==> src/rtl/spike_aer_if.sv <==
// Address-event output channel: event word plus valid/ready handshake.
interface spike_aer_if #(
   parameter int EV_W = 13
) ();
   logic [EV_W-1:0] aer_data;
   logic            aer_valid;
   logic            aer_ready;

   modport master (output aer_data, aer_valid, input aer_ready);
   modport slave  (input aer_data, aer_valid, output aer_ready);
endinterface

==> src/rtl/spike_aer_encoder.sv <==
// Turns the delta modulator's round-robin spike stream into {ts, pol, ch}
// address events, queued in a first-word-fall-through FIFO.
module spike_aer_encoder #(
   parameter  int CHANNELS   = 16,
   parameter  int TS_WIDTH   = 8,
   parameter  int FIFO_DEPTH = 16,
   localparam int CH_W       = $clog2(CHANNELS),
   localparam int EV_W       = TS_WIDTH + 1 + CH_W,
   localparam int LVL_W      = $clog2(FIFO_DEPTH + 1),
   localparam int AW         = (FIFO_DEPTH > 1) ? $clog2(FIFO_DEPTH) : 1
) (
   input  logic             clk,
   input  logic             rst,
   input  logic             in_valid,
   input  logic             pos_spike,
   input  logic             neg_spike,
   input  logic             sync,
   spike_aer_if.master      aer,
   output logic [LVL_W-1:0] fifo_level,
   output logic             overflow,
   output logic [15:0]      drop_cnt
);

   logic [CH_W-1:0]     ch_cnt;
   logic [CH_W-1:0]     eff_ch;
   logic [TS_WIDTH-1:0] ts_cnt;
   logic [EV_W-1:0]     mem [FIFO_DEPTH];
   logic [AW-1:0]       wr_ptr;
   logic [AW-1:0]       rd_ptr;
   logic                last_ch;
   logic                ev_vld;
   logic                full;
   logic                push;
   logic                pop;

   function automatic logic [AW-1:0] ptr_inc(input logic [AW-1:0] p);
      return (p == AW'(FIFO_DEPTH - 1)) ? '0 : p + AW'(1);
   endfunction

   assign eff_ch  = sync ? '0 : ch_cnt;
   assign last_ch = (eff_ch == CH_W'(CHANNELS - 1));
   // {1,1} is illegal and treated as no event at all (not a drop)
   assign ev_vld  = in_valid & (pos_spike ^ neg_spike);
   // fullness is taken before any same-cycle pop, so a full FIFO drops even while draining
   assign full    = (fifo_level == LVL_W'(FIFO_DEPTH));
   assign push    = ev_vld & ~full;
   assign pop     = aer.aer_valid & aer.aer_ready;

   assign aer.aer_valid = (fifo_level != '0);
   assign aer.aer_data  = aer.aer_valid ? mem[rd_ptr] : '0;

   always_ff @(posedge clk) begin
      if (!rst) begin
         ch_cnt     <= '0;
         ts_cnt     <= '0;
         wr_ptr     <= '0;
         rd_ptr     <= '0;
         fifo_level <= '0;
         overflow   <= 1'b0;
         drop_cnt   <= '0;
      end else begin
         if (in_valid) begin
            ch_cnt <= last_ch ? '0 : eff_ch + CH_W'(1);
            if (last_ch)
               ts_cnt <= ts_cnt + TS_WIDTH'(1);
         end
         if (push)
            wr_ptr <= ptr_inc(wr_ptr);
         if (pop)
            rd_ptr <= ptr_inc(rd_ptr);
         case ({push, pop})
            2'b10:   fifo_level <= fifo_level + LVL_W'(1);
            2'b01:   fifo_level <= fifo_level - LVL_W'(1);
            default: fifo_level <= fifo_level;
         endcase
         if (ev_vld && full) begin
            overflow <= 1'b1;
            if (drop_cnt != 16'hFFFF)
               drop_cnt <= drop_cnt + 16'd1;
         end
      end
   end

   // Storage carries no reset; validity is tracked solely by the pointers and level.
   always_ff @(posedge clk) begin
      if (push)
         mem[wr_ptr] <= {ts_cnt, pos_spike, eff_ch};
   end

endmodule
==> src/flat_wrapper.sv <==
// flat-port wrapper written by rule: the top's interface ports become plain ports
module spike_aer_encoder_flat 
#(
   parameter  int CHANNELS   = 16,
   parameter  int TS_WIDTH   = 8,
   parameter  int FIFO_DEPTH = 16,
   localparam int CH_W       = $clog2(CHANNELS),
   localparam int EV_W       = TS_WIDTH + 1 + CH_W,
   localparam int LVL_W      = $clog2(FIFO_DEPTH + 1),
   localparam int AW         = (FIFO_DEPTH > 1) ? $clog2(FIFO_DEPTH) : 1
)
  (clk, rst, in_valid, pos_spike, neg_spike, sync, fifo_level, overflow, drop_cnt, aer_aer_data, aer_aer_valid, aer_aer_ready);
  spike_aer_if aer_i ();
  input  logic clk;
  input  logic rst;
  input  logic in_valid;
  input  logic pos_spike;
  input  logic neg_spike;
  input  logic sync;
  output logic [LVL_W-1:0] fifo_level;
  output logic overflow;
  output logic [15:0] drop_cnt;
  output wire logic [$bits(aer_i.aer_data)-1:0] aer_aer_data;
  output wire logic [$bits(aer_i.aer_valid)-1:0] aer_aer_valid;
  input wire logic [$bits(aer_i.aer_ready)-1:0] aer_aer_ready;
  assign aer_aer_data = aer_i.aer_data;
  assign aer_aer_valid = aer_i.aer_valid;
  assign aer_i.aer_ready = aer_aer_ready;
  spike_aer_encoder #(.CHANNELS(CHANNELS), .TS_WIDTH(TS_WIDTH), .FIFO_DEPTH(FIFO_DEPTH)) u_core (.clk(clk), .rst(rst), .in_valid(in_valid), .pos_spike(pos_spike), .neg_spike(neg_spike), .sync(sync), .aer(aer_i), .fifo_level(fifo_level), .overflow(overflow), .drop_cnt(drop_cnt));
endmodule
==> config.mk <==
export PLATFORM = sky130hd
export DESIGN_NAME = spike_aer_encoder_flat
export DESIGN_NICKNAME = d
export VERILOG_FILES = /design/src/rtl/spike_aer_if.sv /design/src/rtl/spike_aer_encoder.sv /design/src/flat_wrapper.sv
export SDC_FILE = /design/constraint.sdc
export NUM_CORES = 1
export LEC_CHECK = 0
export ABC_CLOCK_PERIOD_IN_PS = 6060
export CORE_MARGIN = 2
export CORE_UTILIZATION = 58
export CTS_CLUSTER_SIZE = 40
export DETAILED_ROUTE_END_ITERATION = 12
export PLACE_DENSITY = 0.77
export SYNTH_ARGS = -nofsm -noshare
export SYNTH_HDL_FRONTEND = slang
export SYNTH_SLANG_ARGS = --single-unit
==> constraint.sdc <==
create_clock -name clk -period 6.06 [get_ports clk]
set_input_delay 1.212 -clock clk [delete_from_list [all_inputs] [get_ports clk]]
set_output_delay 1.212 -clock clk [all_outputs]
set_load 0.005 [all_outputs]
==> impl_results.md, run 1 <==
* Power per cell area at 360 nW/µm²
* Area Growth Syn to Fin at 15.6%
* I/O pin total at 43
* Post-synthesis sequential area ratio at 69.5%
* Layout cells sized above 1 at 20.3%
* H-Tree Depth at 1
* First-pass GRT wire length at 32600 µm
* Final min period at 4580 ps
* Xor/xnor share of the synthesized area at 1.87%
* Commonest non-fill, non-tap cell in the layout: edfxtp_1
* Worst-path clk slew at 60 ps
* CP Class: register to output pin
* Worst slew pin tran at 1160 ps
* Sequential cell area at 7170 µm²
* Synth top area cells: edfxtp_1, mux4_2, dfxtp_1, nor2_1, ha_1
* Post-CTS resize count at 0
* Area taken by multi-input logic gates at 2990 µm²
* DP HPWL at 12600 µm
* Setup Total Neg Slack at 0 ps
* Number of hold buffers added after CTS at 0
* Largest family of logic cells by synthesized area: multiplexers
* Die height at 137 µm
* CTS tree: built
* Worst path required time at 4850 ps
* WL final at 21000 µm
* Worst-Skew Late Latency at 520 ps
* Initial antenna violation count at 0
* Endpoint class of the critical path: output pin
* Max incr delay on CP at 1060 ps
* Rows at 48
* Cells on worst reg2reg path at 11
* Status: finished clean
* Synth area leader: edfxtp_1
* Gr usage total at 23.4%
* Max Root-Sink Buffers at 3
* Mapped cell area at 10300 µm²
* Vias in the first global route at 5762
* Gp weighted congestion at 0.887
* Static Leakage at 3.96 nW
* Max VDD drop at 0.326 mV
* Syn Area/Cell at 17.0 µm²
* MaxCap Viol Count at 0
* Post-route ant nets at 0
* Startpoint types: register
* Largest net degree at the start of global routing at 53
* Worst R2R End: u_core.fifo_level[4]
* Root Driver: clkbuf_16
* Maximum fanout along the worst path at 52
* Main synth FF type: edfxtp_1
* DRC viols at 0
* Post-synth top area share at 60.6%
* Max Slew Vio Count at 0
* CP most frequent cell: mux4_2
* Synth Net Count at 623
* Most frequent cells in the layout: edfxtp_1, mux4_2, nor2_1
* Critical path's top delay family: multiplexers
* Routed vias/inst at 6.29
* Post-synth EDFFs at 208
* Initial DRC count at 426
* Endpoints failing hold at 0
* Worst flop-to-flop path startpoint: u_core.fifo_level[1]
* Final setup fails at 0
* Postcts setup bufs at 0
* Die area at 18900 µm²
* Synth Area in Compound Gates at 3.69%
* Worst path cell trace: mux4_2 -> mux4_2 -> and2_1 -> clkdlybuf4s50_1
* CP arrival at 3360 ps
* Synth Area in Simple Gates at 7.34%
* Fill count at 1094
* Crit path depth at 4
* WL per Instance at 23.2 µm
* Worst Hold Class: register to register
* Vias post-DR at 5690
* Mux cell area share after synthesis at 14.6%
* PortBufs at 42
* FF-to-FF setup slack at 2380 ps
* Unrepaired setup endpoints after global routing: no
* Gate Count Post-Synth at 605
* Crit path capture: aer_aer_data[4]
* Synth Area in Adders at 1.33%
* Headroom to the max-slew limit at 22.5%
* Clock sinks at 254
* Final #Nets at 678
* Buf+Inv Stages, Crit Path at 1
* Final period utilization at 75.5%
* Synth unique cells at 47
* Finished Core Util at 68.7%
* Die Wd at 137 µm
* Drt first pass iters at 5
* WHS Path Cells at 1
* TritonCTS buffer count at 26
* Yosys reg bits at 254
* Final antenna diode count at 0
* Core area at 17400 µm²
* Post-synth ARST share at 0%
* Clock skew at 8.09 ps
* Slowest CP cell: dfxtp_4
* Initial Utilization at 59.4%
* Grt ovf at 0
* YS warnings at 0
* F_max at 0.219 GHz
-- power breakdown --
part / switching, mW / total, mW / internal (mW)
logic: 0.274 / 0.662 / 0.388
clock network: 0.657 / 1.62 / 0.959
registers: 0.115 / 2.02 / 1.90
total: 1.05 / 4.30 / 3.25
-- synth_stat cells, drive strengths merged (2+ instances only) --
cell	number
mux2i	4
and3	6
ha	11
xnor2	12
nand3	16
nor2	47
and4	2
a21o	2
nand2b	3
a2111oi	3
inv	7
a21oi	21
a211oi	5
dfxtp	46
buf	10
mux4	65
nand4	7
xor2	10
nor2b	4
nand2	24
a311o	3
nand3b	3
nor4	4
a2111o	3
or3	6
edfxtp	208
nor3	7
clkbuf	24
and3b	2
and2	14
o21ai	14
-- area by class of cell --
cell class	instances	area share (%)
sequential	254	60.2
multi-input combinational	309	25.1
clock buffer	30	5.85
timing repair buffer	61	4.72
tap	225	2.36
clock inverter	18	1.57
inverter	8	0.252
-- how the worst min path moves through the flow --
stage / start / end / slack, ps
after floorplan: u_core.overflow / u_core.overflow / 460
after global placement: u_core.overflow / u_core.overflow / 450
after detailed placement: u_core.overflow / u_core.overflow / 460
after CTS: u_core.overflow / u_core.overflow / 480
after global routing: u_core.overflow / u_core.overflow / 490
final: u_core.overflow / u_core.overflow / 470
-- through the flow --
step           area [µm²]  instances  power, mW  hold WS (ps)  setup WS [ps]
6_report            11900        905       4.30           471           1480
3_3_place_gp        11000        857       2.71           454           1790
5_1_grt             11900        905       4.45           487           1250
3_5_place_dp        11000        857       2.72           458           1620
4_1_cts             11900        905       4.32           477           1420
2_1_floorplan       10300        605       2.43           464           2240
-- state kept, by name, indices dropped and copies added (netlist names), named ones only --
register / count
u_core.drop_cnt: 16
u_core.fifo_level: 5
u_core.mem: 208
u_core.overflow: 1
u_core.ts_cnt: 8
u_core.rd_ptr: 4
u_core.ch_cnt: 4
u_core.wr_ptr: 4
-- layer usage --
layer	routed length, µm	global-route usage, %	up-vias
met2	10400	38.4	254
li1	-	-	2497
met4	818	9.51	0
met3	1530	4.30	51
met5	0	0	-
met1	8300	31.3	2888
-- logic make-up after synthesis --
kind of cell / count (synthesis)
XOR/XNOR: 22
buffers and inverters: 42
adder cells (fa/ha/maj): 11
flip-flops: 254
AO/OA/AOI/OAI: 59
multiplexers: 69
AND/OR/NAND/NOR: 148
-- worst register-to-register path, cell delays in order, from the launching register on --
cell and delay (ps):
dfxtp_1 410, nor4_4 380, nand2b_1 620, nand2_1 380
inv_1 80, ha_1 340, xor2_1 200, ha_1 200
a311o_1 370, a2111o_1 400, nand4_1 120, a311o_1 130
No activity file was read; power rests on OpenSTA's default activity.
==> run 2: changes to the inputs <==
--- a/config.mk
+++ b/config.mk
@@ -5,7 +5,7 @@
 export SDC_FILE = /design/constraint.sdc
 export NUM_CORES = 1
 export LEC_CHECK = 0
-export ABC_CLOCK_PERIOD_IN_PS = 6060
+export ABC_CLOCK_PERIOD_IN_PS = 4800
 export CORE_MARGIN = 2
 export CORE_UTILIZATION = 58
 export CTS_CLUSTER_SIZE = 40
==> constraint.sdc (replaced) <==
create_clock -name clk -period 4.8 [get_ports clk]
set_input_delay 0.96 -clock clk [delete_from_list [all_inputs] [get_ports clk]]
set_output_delay 0.96 -clock clk [all_outputs]
set_load 0.005 [all_outputs]
==> run 2 against run 1 <==
  * Utilization stayed put
  * Cell area stayed put
  * Via count is 1.1% higher
  * Critical endpoint unchanged
  * Clock power is 17% higher
  * First-iteration DRC count is 9.6% higher
  * Total power is 24% higher
  * Sequential power is 24% higher
  * Combinational power is 37% higher
  * Largest power group unchanged
  * Critical path type unchanged
  * Die area stayed put
==> impl_results.md, run 2 (synthesis gave the netlist of run 1 again) <==
* Max Slew Vio Count at 0
* Unrepaired setup endpoints after global routing: no
* Setup Total Neg Slack at 0 ps
* Maximum fanout along the worst path at 28
* Root Driver: clkbuf_16
* Post-CTS resize count at 0
* CTS tree: built
* DP HPWL at 12700 µm
* Most frequent cells in the layout: edfxtp_1, mux4_2, nor2_1
* Startpoint types: register
* Die Wd at 137 µm
* Rows at 48
* MaxCap Viol Count at 0
* Largest registers: u_core.mem x208, u_core.drop_cnt x16, u_core.ts_cnt x8
* Commonest non-fill, non-tap cell in the layout: edfxtp_1
* Initial DRC count at 467
* H-Tree Depth at 1
* Endpoints failing hold at 0
* Number of hold buffers added after CTS at 0
* Final antenna diode count at 0
* Die area at 18900 µm²
* Clock network power share at 35.6%
* Max incr delay on CP at 750 ps
* Worst path cell trace: buf_12 -> mux4_2 -> mux4_2 -> and2_1 -> clkdlybuf4s50_1
* Cells after DPL at 863
* Largest net degree at the start of global routing at 33
* I/O pin total at 43
* Worst path required time at 3840 ps
* WL per Instance at 23.3 µm
* PortBufs at 42
* Area Growth Syn to Fin at 15.6%
* Slowest CP cell: dfxtp_4
* DRC viols at 0
* Max reg flops at 208
* Gp weighted congestion at 0.810
* Final #Nets at 683
* Drt first pass iters at 5
* Combinational fraction of design power at 17.1%
* Final min period at 4230 ps
* F_max at 0.236 GHz
* First-pass GRT wire length at 32700 µm
* Register with the most flip-flops: u_core.mem
* Worst-path clk slew at 60 ps
* Non-Filler Instances at 909
* Gr usage total at 23.6%
* Initial antenna violation count at 0
* Clock skew at 23.2 ps
* Layout cells sized above 1 at 20.6%
* Die height at 137 µm
* Worst Hold Class: register to register
* Endpoint class of the critical path: output pin
* Hold_ws at 473 ps
* CP most frequent cell: mux4_2
* Routed vias/inst at 6.33
* Initial Utilization at 59.4%
* Max VDD drop at 0.326 mV
* Postcts setup bufs at 0
* Vias in the first global route at 5808
* Static Leakage at 3.98 nW
* Max Root-Sink Buffers at 3
* CP Class: register to output pin
* Status: finished clean
* Buf+Inv Stages, Crit Path at 2
* PnR Total Power at 5.31 mW
* Final setup fails at 0
* WL final at 21200 µm
* CP arrival at 3270 ps
* Final period utilization at 88.1%
* Worst slew pin tran at 1190 ps
* Sw power at 1.29 mW
* Post-route ant nets at 0
* Sw Ratio at 24.3%
* Vias post-DR at 5754
* Worst-Skew Late Latency at 530 ps
* Grt ovf at 0
* Flop pwr share at 47.3%
* Headroom to the max-slew limit at 20.2%
* Critical path's top delay family: multiplexers
* Core area at 17400 µm²
* Cell-internal power at 4.02 mW
* Clock sinks at 254
* TritonCTS buffer count at 25
* Power per cell area at 446 nW/µm²
==> run 2: changes by cell type in the layout (fill, tap and decap cells not counted) <==
| cell | delta |
|---|---|
| clkinvlp_4 | -5 |
| clkinv_2 | +4 |
| buf_12 | +3 |
| buf_4 | +3 |
| clkbuf_16 | -2 |
| bufinv_16 | -1 |
| clkbuf_8 | +1 |
| clkinv_1 | +1 |
| inv_6 | +1 |
| inv_8 | -1 |
==> run 2: cell type report <==
class / count / area (µm²)
clock inverters: 17 / 141
repair buffers: 67 / 646
fillers: 1093 / 5430
multi-input cells: 309 / 2990
well taps: 225 / 282
inverters: 8 / 30.0
clock buffers: 29 / 661
flip-flops and latches: 254 / 7170
==> run 2: power by group through the flow <==
| stage | Sequential (mW) | Clock, mW | Combinational [mW] |
|---|---|---|---|
| 2_1_floorplan | 2.47 | 0 | 0.595 |
| 3_3_place_gp | 2.55 | 0 | 0.896 |
| 3_5_place_dp | 2.56 | 0 | 0.919 |
| 4_1_cts | 2.51 | 1.92 | 0.919 |
| 5_1_grt | 2.53 | 2.00 | 0.987 |
| 6_report | 2.51 | 1.89 | 0.910 |
==> run 2: worst paths after layout <==
path	slack, ps	depth (start not counted)	from	end
worst max register to register	1650	12	u_core.fifo_level[1]	u_core.fifo_level[2]
worst min-delay path	470	1	u_core.overflow	u_core.overflow
worst max-delay path	570	5	register	aer_aer_data[4]
worst min register to register	470	1	u_core.overflow	u_core.overflow
==> run 2: worst register-to-register path, stage by stage (launching register included) <==
cell and delay [ps]:
dfxtp_1 420, nor4_4 370, nand2b_1 90, buf_4 220, nand2_1 170, inv_1 60, ha_1 340, xor2_1 200
ha_1 200, a311o_1 350, xnor2_1 170, or3_1 330, a21oi_1 150
==> run 2: metal layers <==
layer	part of all wire [%]	track usage (%)
met4	3.9	8.93
met2	49	38.7
met3	7.5	4.89
met1	40	31.6
met5	0	0
==> run 2: stage by stage <==
step	utilization, %	worst slack, ps	cell area [µm²]
final	68.7	570	11900
after floorplan	-	1230	10300
after global placement	64.1	788	11100
after global routing	68.7	354	11900
after detailed placement	64.1	566	11100
after CTS	68.7	490	11900
==> run 3: changes to the inputs <==
--- a/config.mk
+++ b/config.mk
@@ -5,12 +5,11 @@
 export SDC_FILE = /design/constraint.sdc
 export NUM_CORES = 1
 export LEC_CHECK = 0
-export ABC_CLOCK_PERIOD_IN_PS = 4800
 export CORE_MARGIN = 2
 export CORE_UTILIZATION = 58
 export CTS_CLUSTER_SIZE = 40
 export DETAILED_ROUTE_END_ITERATION = 12
-export PLACE_DENSITY = 0.77
+export PLACE_DENSITY = 0.84
 export SYNTH_ARGS = -nofsm -noshare
 export SYNTH_HDL_FRONTEND = slang
 export SYNTH_SLANG_ARGS = --single-unit
==> run 3 against run 2 <==
  * Die area unchanged
  * Wire length up 5.0%
  * Clock skew down 9.3 ps
  * Utilization up 0.12 points
  * Combinational power up 0.8%
  * Count of clock-buffer cells in the layout up 11
  * Flip-flop and latch count unchanged
  * Cell area up 0.17%
  * Clock power up 2%
  * Register-to-register slack worse by 540 ps
  * Critical path type unchanged
  * Critical endpoint is now aer_aer_data[6]
  * Largest cell class unchanged
  * Highest routed layer unchanged
==> impl_results.md, run 3 (synthesis gave the netlist of run 1 again) <==
* Non-Filler Instances at 909
* Gr usage total at 24.8%
* I/O pin total at 43
* Max incr delay on CP at 660 ps
* CTS tree: built
* Critical path's top delay family: multiplexers
* Root Driver: clkbuf_16
* Max reg flops at 208
* Die height at 137 µm
* Worst Hold Class: register to register
* Most frequent cells in the layout: edfxtp_1, mux4_2, nor2_1
* Postcts setup bufs at 0
* TritonCTS buffer count at 25
* Headroom to the max-slew limit at 24.3%
* First-pass GRT wire length at 34300 µm
* Post-route ant nets at 0
* Drt first pass iters at 4
* Area Growth Syn to Fin at 15.8%
* F_max at 0.240 GHz
* Core area at 17400 µm²
* Initial Utilization at 59.4%
* Largest registers: u_core.mem x208, u_core.drop_cnt x16, u_core.ts_cnt x8
* Clock skew at 13.9 ps
* Max Slew Vio Count at 0
* Setup Total Neg Slack at 0 ps
* H-Tree Depth at 1
* Grt ovf at 0
* Max Root-Sink Buffers at 3
* Worst-Skew Late Latency at 520 ps
* Vias post-DR at 5790
* Die Wd at 137 µm
* Unrepaired setup endpoints after global routing: no
* Commonest non-fill, non-tap cell in the layout: edfxtp_1
* Buf+Inv Stages, Crit Path at 2
* Max VDD drop at 0.325 mV
* Worst min-delay path startpoint: u_core.overflow
* Static Leakage at 3.98 nW
* Clock sinks at 254
* Final #Nets at 683
* Gp weighted congestion at 0.945
* Die area at 18900 µm²
* PortBufs at 42
* Worst-path clk slew at 70 ps
* Cells after DPL at 863
* Number of hold buffers added after CTS at 0
* Worst flop-to-flop path startpoint: u_core.fifo_level[1]
* PnR worst setup slack at 638 ps
* Hold_ws at 483 ps
* Worst slew pin tran at 1130 ps
* MaxCap Viol Count at 0
* Final antenna diode count at 0
* CP most frequent cell: mux4_2
* DP HPWL at 13000 µm
* Largest net degree at the start of global routing at 31
* Worst path required time at 3840 ps
* CP Class: register to output pin
* DRC viols at 0
* Slowest CP cell: dfxtp_4
* Status: finished clean
* Initial DRC count at 585
* Initial antenna violation count at 0
* Maximum fanout along the worst path at 29
* Power per cell area at 448 nW/µm²
* CP arrival at 3200 ps
* Final period utilization at 86.7%
* Worst path cell trace: buf_12 -> mux4_2 -> mux4_2 -> and2_1 -> clkdlybuf4s50_1
* Vias in the first global route at 5930
* Startpoint types: register
* WL per Instance at 24.5 µm
* Place WS at 827 ps
* Layout cells sized above 1 at 20.2%
* Register with the most flip-flops: u_core.mem
* Post-CTS resize count at 0
* Final setup fails at 0
* Final min period at 4160 ps
* Routed vias/inst at 6.37
* WL final at 22300 µm
* Endpoint class of the critical path: output pin
* Rows at 48
* Endpoints failing hold at 0
-- run 3: final cells by class --
| class | instances | area (µm²) |
|---|---|---|
| clock inverters | 6 | 61.3 |
| flip-flops and latches | 254 | 7170 |
| fillers | 1062 | 5410 |
| well taps | 225 | 282 |
| repair buffers | 67 | 633 |
| clock buffers | 40 | 773 |
| inverters | 8 | 30.0 |
| multi-input cells | 309 | 2990 |
-- run 3: where the power goes --
part           leakage, nW  switching, mW  internal [mW]  total (mW)
combinational         1.15          0.403          0.514       0.917
clock                0.410          0.775           1.16        1.93
sequential            2.42          0.103           2.40        2.51
-- run 3: worst paths after layout --
check,to,slack (ps),cells past startpoint
setup / recovery,aer_aer_data[6],640,5
hold / removal,u_core.overflow,480,1
setup reg to reg,u_core.fifo_level[2],1110,11
hold reg to reg,u_core.overflow,480,1
-- run 3: layer usage --
| metal | vias to the layer above | routed length (µm) | part of all wire, % | global-route usage (%) |
|---|---|---|---|---|
| met1 | 2981 | 8580 | 39 | 32.1 |
| met5 | - | 0 | 0 | 0 |
| met2 | 268 | 11900 | 53 | 44.3 |
| li1 | 2508 | - | - | - |
| met3 | 33 | 1370 | 6.1 | 3.35 |
| met4 | 0 | 444 | 2.0 | 6.76 |
-- run 3: stage by stage --
| stage | utilization (%) | total power, mW | instance area, µm² |
|---|---|---|---|
| floorplan | - | 3.07 | 10300 |
| global placement | 64.0 | 3.43 | 11100 |
| detailed placement | 64.0 | 3.47 | 11100 |
| global route | 68.8 | 5.55 | 11900 |
| CTS | 68.8 | 5.39 | 11900 |
| finish | 68.8 | 5.36 | 11900 |
